--- config.mk ---
export PLATFORM = sky130hd
export DESIGN_NAME = bus_responder
export DESIGN_NICKNAME = d
export VERILOG_FILES = /design/src/rtl/bus_pkg.sv /design/src/rtl/bus_responder_sync_hi.sv /design/src/rtl/bus_responder.sv
export SDC_FILE = /design/constraint.sdc
export NUM_CORES = 1
export LEC_CHECK = 0
export ABC_AREA = 1
export CORE_ASPECT_RATIO = 1.75
export CORE_UTILIZATION = 45
export CTS_CLUSTER_DIAMETER = 120
export DETAILED_ROUTE_END_ITERATION = 10
export PLACE_DENSITY = 0.76
export SLEW_MARGIN = 20
export SYNTH_ARGS = -nofsm -noshare
export SYNTH_HDL_FRONTEND = slang
export SYNTH_SLANG_ARGS = --single-unit
--- constraint.sdc ---
create_clock -name clk -period 1.6 [get_ports clk]
set_input_delay 0.4 -clock clk [delete_from_list [all_inputs] [get_ports clk]]
set_output_delay 0.4 -clock clk [all_outputs]
set_load 0.03 [all_outputs]
--- src/rtl/bus_pkg.sv ---
// bus_pkg: phase codes and responder FSM encoding shared by both ends of the byte bus
package bus_pkg;
  typedef enum logic [1:0] {
    PH_ADDR_LO = 2'd0,
    PH_ADDR_HI = 2'd1,
    PH_WRITE   = 2'd2,
    PH_READ    = 2'd3
  } phase_e;
  typedef enum logic [1:0] {
    ST_IDLE = 2'd0,
    ST_MEM  = 2'd1,
    ST_ACK  = 2'd2
  } state_e;
endpackage

--- src/rtl/bus_responder_sync_hi.sv ---
// sync_hi: N-stage synchronizer, resets to 0
// ports: clk, rst (sync, active high), d_i async input, q_o synchronized output
module sync_hi #(
  parameter int N = 2
) (
  input  logic clk,
  input  logic rst,
  input  logic d_i,
  output logic q_o
);
  logic [N-1:0] q_q;
  always_ff @(posedge clk)
    if (rst) q_q <= '0;
    else     q_q <= {q_q[N-2:0], d_i};
  assign q_o = q_q[N-1];
endmodule

--- src/rtl/bus_responder.sv ---
// bus_responder: four-phase byte-bus target bridging to a variable-latency memory port
// bus side: bus_handshake_req/bus_state/bus_data_in in, bus_handshake_ack/bus_data_out/bus_output_enable out
// memory side: mem_addr/mem_read/mem_write/mem_wdata out, mem_rdata/mem_done in; proto_err sticky flag
module bus_responder
  import bus_pkg::*;
#(
  parameter int SYNC_STAGES = 2
) (
  input  logic        clk,
  input  logic        rst,
  input  logic        bus_handshake_req,
  input  logic [1:0]  bus_state,
  input  logic [7:0]  bus_data_in,
  output logic        bus_handshake_ack,
  output logic [7:0]  bus_data_out,
  output logic        bus_output_enable,
  output logic [15:0] mem_addr,
  output logic        mem_read,
  output logic        mem_write,
  output logic [7:0]  mem_wdata,
  input  logic [7:0]  mem_rdata,
  input  logic        mem_done,
  output logic        proto_err
);
  logic req_s;
  state_e state_q, state_d;
  logic ack_q, ack_d, oe_q, oe_d, rd_q, rd_d, wr_q, wr_d, err_q, err_d;
  logic is_rd_q, is_rd_d, abort_q, abort_d;
  logic [7:0] dout_q, dout_d, wdata_q, wdata_d;
  logic [15:0] addr_q, addr_d;
  sync_hi #(.N(SYNC_STAGES)) u_sync (
    .clk (clk),
    .rst (rst),
    .d_i (bus_handshake_req),
    .q_o (req_s)
  );
  // bus_state/bus_data_in are sampled raw: they settled before req made it through the synchronizer
  always_comb begin
    state_d = state_q;
    oe_d    = oe_q;
    dout_d  = dout_q;
    addr_d  = addr_q;
    wdata_d = wdata_q;
    err_d   = err_q;
    is_rd_d = is_rd_q;
    abort_d = abort_q;
    rd_d    = 1'b0;
    wr_d    = 1'b0;
    case (state_q)
      ST_IDLE:
        if (req_s)
          case (phase_e'(bus_state))
            PH_ADDR_LO: begin addr_d[7:0] = bus_data_in; state_d = ST_ACK; end
            PH_ADDR_HI: begin addr_d[15:8] = bus_data_in; state_d = ST_ACK; end
            PH_WRITE:   begin wdata_d = bus_data_in; wr_d = 1'b1; is_rd_d = 1'b0; state_d = ST_MEM; end
            default:    begin rd_d = 1'b1; is_rd_d = 1'b1; state_d = ST_MEM; end
          endcase
      ST_MEM: begin
        // an abandoned transfer still completes so memory and address stay coherent
        if (!req_s) begin
          err_d   = 1'b1;
          abort_d = 1'b1;
        end
        if (mem_done) begin
          dout_d  = is_rd_q ? mem_rdata : dout_q;
          oe_d    = is_rd_q;
          addr_d  = addr_q + 16'd1;
          state_d = ST_ACK;
        end
      end
      ST_ACK:
        // abort forces a single ack cycle even if req has already come back
        if (!req_s || abort_q) begin
          oe_d    = 1'b0;
          abort_d = 1'b0;
          state_d = ST_IDLE;
        end
      default: state_d = ST_IDLE;
    endcase
    ack_d = state_d == ST_ACK;
  end
  always_ff @(posedge clk)
    if (rst) begin
      state_q <= ST_IDLE;
      ack_q   <= 1'b0;
      oe_q    <= 1'b0;
      dout_q  <= 8'h00;
      addr_q  <= 16'h0000;
      wdata_q <= 8'h00;
      rd_q    <= 1'b0;
      wr_q    <= 1'b0;
      err_q   <= 1'b0;
      is_rd_q <= 1'b0;
      abort_q <= 1'b0;
    end else begin
      state_q <= state_d;
      ack_q   <= ack_d;
      oe_q    <= oe_d;
      dout_q  <= dout_d;
      addr_q  <= addr_d;
      wdata_q <= wdata_d;
      rd_q    <= rd_d;
      wr_q    <= wr_d;
      err_q   <= err_d;
      is_rd_q <= is_rd_d;
      abort_q <= abort_d;
    end
  assign bus_handshake_ack = ack_q;
  assign bus_output_enable = oe_q;
  assign bus_data_out      = dout_q;
  assign mem_addr          = addr_q;
  assign mem_wdata         = wdata_q;
  assign mem_read          = rd_q;
  assign mem_write         = wr_q;
  assign proto_err         = err_q;
endmodule

==> results of run 1 <==
[per-layer routing]
layer	global-route usage, %	share of wire [%]	vias up	wire, µm
met3	4.48	4.5	8	251
met2	44.3	53	60	2970
met5	0	0	-	0
li1	-	-	1131	-
met1	25.3	40	980	2250
met4	11.4	2.1	0	115
[power by group]
group          total [W]  internal (W)  switching, W
clock network   0.000889      0.000505      0.000384
logic           0.000300      0.000137      0.000163
registers        0.00111       0.00109     0.0000156
total            0.00230       0.00174      0.000563
[per-stage QoR]
| stage | setup WS, ns | std cells | hold WS (ns) | cell area, µm² | setup TNS, ns |
|---|---|---|---|---|---|
| finish | 0.0838 | 435 | 0.409 | 3020 | 0 |
| floorplan | 0.103 | 300 | 0.388 | 2090 | 0 |
| global placement | -0.119 | 427 | 0.397 | 2930 | -1.47 |
| global route | 0.0120 | 435 | 0.428 | 3020 | 0 |
| CTS | 0.0682 | 435 | 0.409 | 3000 | 0 |
| detailed placement | -0.116 | 427 | 0.397 | 2930 | -1.81 |
[timing repair]
item                                    CTS  global route
gates cloned                              0             0
endpoints found under the setup margin   37             2
resized for setup                        37             3
[flip-flops by register name, summed over array words and instances, names as in the netlist]
| register | flops |
|---|---|
| bus_output_enable | 1 |
| mem_write | 1 |
| is_rd_q | 1 |
| bus_handshake_ack | 1 |
| mem_wdata | 8 |
| bus_data_out | 8 |
| state_q | 2 |
| proto_err | 1 |
| u_sync.q_q | 2 |
| mem_read | 1 |
| abort_q | 1 |
| mem_addr | 16 |
[cells in the mapped netlist, types with 3 or more instances]
master / number / area share, %
a21oi_1: 19 / 4.5
buf_2: 3 / 0.72
dfxtp_1: 43 / 41
inv_1: 35 / 6.3
inv_2: 4 / 0.72
nand2_1: 49 / 8.8
nand3_1: 28 / 6.7
nor2_1: 53 / 9.5
nor2_2: 3 / 0.90
nor3_1: 3 / 0.72
o21ai_0: 25 / 6.0
o21ai_1: 8 / 1.9
[worst max-delay path by stage]
stage	end
global placement	mem_addr[10]
finish	mem_addr[1]
detailed placement	mem_addr[8]
CTS	mem_addr[9]
floorplan	mem_addr[14]
global route	mem_addr[1]
[worst reg2reg max path, stage by stage, from the launching register on]
cell and delay, ns:
dfxtp_1 0.40, ha_1 0.24, nand3_2 0.17, inv_1 0.10, nand2_1 0.09, o21bai_1 0.13
nand3_1 0.08, a21oi_1 0.13
[kinds of logic after synthesis]
kind of cell	count (synthesis)	synth area share [%]
adder cells (fa/ha/maj)	1	0.598
XOR/XNOR	2	0.837
AO/OA/AOI/OAI	59	16.3
flip-flops	43	41.1
buffers and inverters	46	9.03
AND/OR/NAND/NOR	149	32.1
[layout by cell type (no fill, tap or decap), types with 2 or more instances in the layout]
cell type        count
nor2_2               3
nor2_4               2
nand3_1             27
nor2_1              52
buf_4               20
inv_1               35
o21ai_1              8
inv_2                4
o21ai_4              2
dlygate4sd2_1       37
or2_2                2
dfxtp_1             43
clkdlybuf4s50_1     21
nor3_1               3
o21bai_1             2
or2_1                2
a21oi_1             19
clkbuf_8             6
nand3_2              2
nand2_2              2
nand4_1              2
nand2_1             49
nand2_4              2
buf_12               4
o21ai_0             25
[cell type report]
type / count / area, µm² / area share [%]
tap: 51 / 63.8 / 2.12
multi-input combinational: 211 / 1050 / 35.0
clock buffer: 6 / 82.6 / 2.74
timing repair buffer: 82 / 764 / 25.3
clock inverter: 2 / 35.0 / 1.16
sequential: 43 / 861 / 28.5
inverter: 40 / 155 / 5.14
==> impl_metrics.json, run 1 <==
{
  "post_route_cells_drive_above_1_share_pct": 14.3,
  "grt_pass1_wl_mm": 8.89,
  "dieArea_um2": 4940,
  "fp.coreArea_um2": 4440,
  "die_y_um": 92.2,
  "critical_path_required_ns": 1.20,
  "slew_violations": 0,
  "fp.dieW_um": 53.5,
  "fin_util_pct": 67.9,
  "synth_ff_type": "dfxtp_1",
  "clock_latency_ns": 0.30,
  "r2r_setup_slack_ns": 0.20,
  "vias": 2179,
  "via_per_inst": 5.01,
  "rows": 32,
  "ys.warnings.count": 0,
  "grt_pass1_vias": 2075,
  "cpMaxStageDelayCell": "dlygate4sd2_1",
  "r2r_cells": 7,
  "fillers": 409,
  "syn_area_um2": 2090,
  "min_path_type": "reg2reg",
  "r2r-start": "mem_addr[1]",
  "max_slew_margin_pct": 79.2,
  "cp-startpoint": "mem_addr[1]",
  "max_stage_delay_ns": 0.42,
  "globalplace.congestion": 0.892,
  "routed_wl_mm": 5.59,
  "async_flop_share_pct": 0,
  "grt_start_max_net_pins": 16,
  "syn-mean-instance-area_um2": 6.97,
  "max_freq_ghz": 0.660,
  "crit_buf_inv": 1,
  "status": "complete, no violations",
  "syn_inst": 300,
  "synth_edf_count": 0,
  "vdd_ir_drop_max_mv": 0.633,
  "total_power_w": 0.00230,
  "min_path_cells": 2,
  "yosysUniqueCellTypes": 31,
  "first_pass_iters": 4,
  "final_antenna_net_count": 0,
  "critPathArrivalTime_ns": 1.12,
  "endpoint_kind": "output port",
  "syn_to_final_growth_pct": 44.2,
  "cts_root_buf": "clkbuf_8",
  "worst_slew_pin_slew_ns": 0.313,
  "clk_pin_slew_ns": 0.08,
  "cts_tree": "yes",
  "synth_seq_area_share_pct": 41.1,
  "cp.depth": 1,
  "cts_hold_buffers": 0,
  "hold_path.startpoint": "u_sync.q_q[0]",
  "routedWlPerCell_um": 12.8,
  "critPathKind": "reg2out",
  "synth_fp_nets": 323,
  "critical_path.top_delay_family": "buffers and inverters",
  "grt_use_total_pct": 24.4,
  "worstPathMaxFanout": 5,
  "hold_path_end": "u_sync.q_q[1]",
  "antenna_found_initial": 0,
  "first_iter_violations": 59,
  "cts.sinks": 43,
  "setup_violations": 0,
  "hpwl_mm": 4.20,
  "post_cts_buffers": 0,
  "max_cap_viol_count": 0,
  "rsz0062_at_grt": "no",
  "io_pins": 59,
  "final_nets": 406,
  "cp_cell_sequence": "dlygate4sd2_1",
  "post-route-period-util_pct": 94.8,
  "finalCriticalPeriod_ns": 1.52,
  "start_util_pct": 47.1,
  "worstReg2RegEnd": "mem_addr[10]",
  "powerDensity_nw_per_um2": 762,
  "synth-seq-cells": 43,
  "startpoint_type": "flop",
  "overflow": 0,
  "port_buffers": 58,
  "p_leak_nw": 1.45,
  "cts_buffers": 5,
  "drc": 0,
  "clockBufferDepth": 2,
  "n_antenna_cell": 0,
  "finClkSkew_ns": 0.00437,
  "h-tree-depth": 2,
  "finalHoldViolCount": 0
}
Power figures use the tool's default switching activity.
==> run 2: changes to the inputs <==
--- a/config.mk
+++ b/config.mk
@@ -6,6 +6,7 @@
 export NUM_CORES = 1
 export LEC_CHECK = 0
 export ABC_AREA = 1
+export ABC_CLOCK_PERIOD_IN_PS = 1600
 export CORE_ASPECT_RATIO = 1.75
 export CORE_UTILIZATION = 45
 export CTS_CLUSTER_DIAMETER = 120
==> results of run 2 <==
The final DEF is identical to that of run 1; final timing and power are the same.
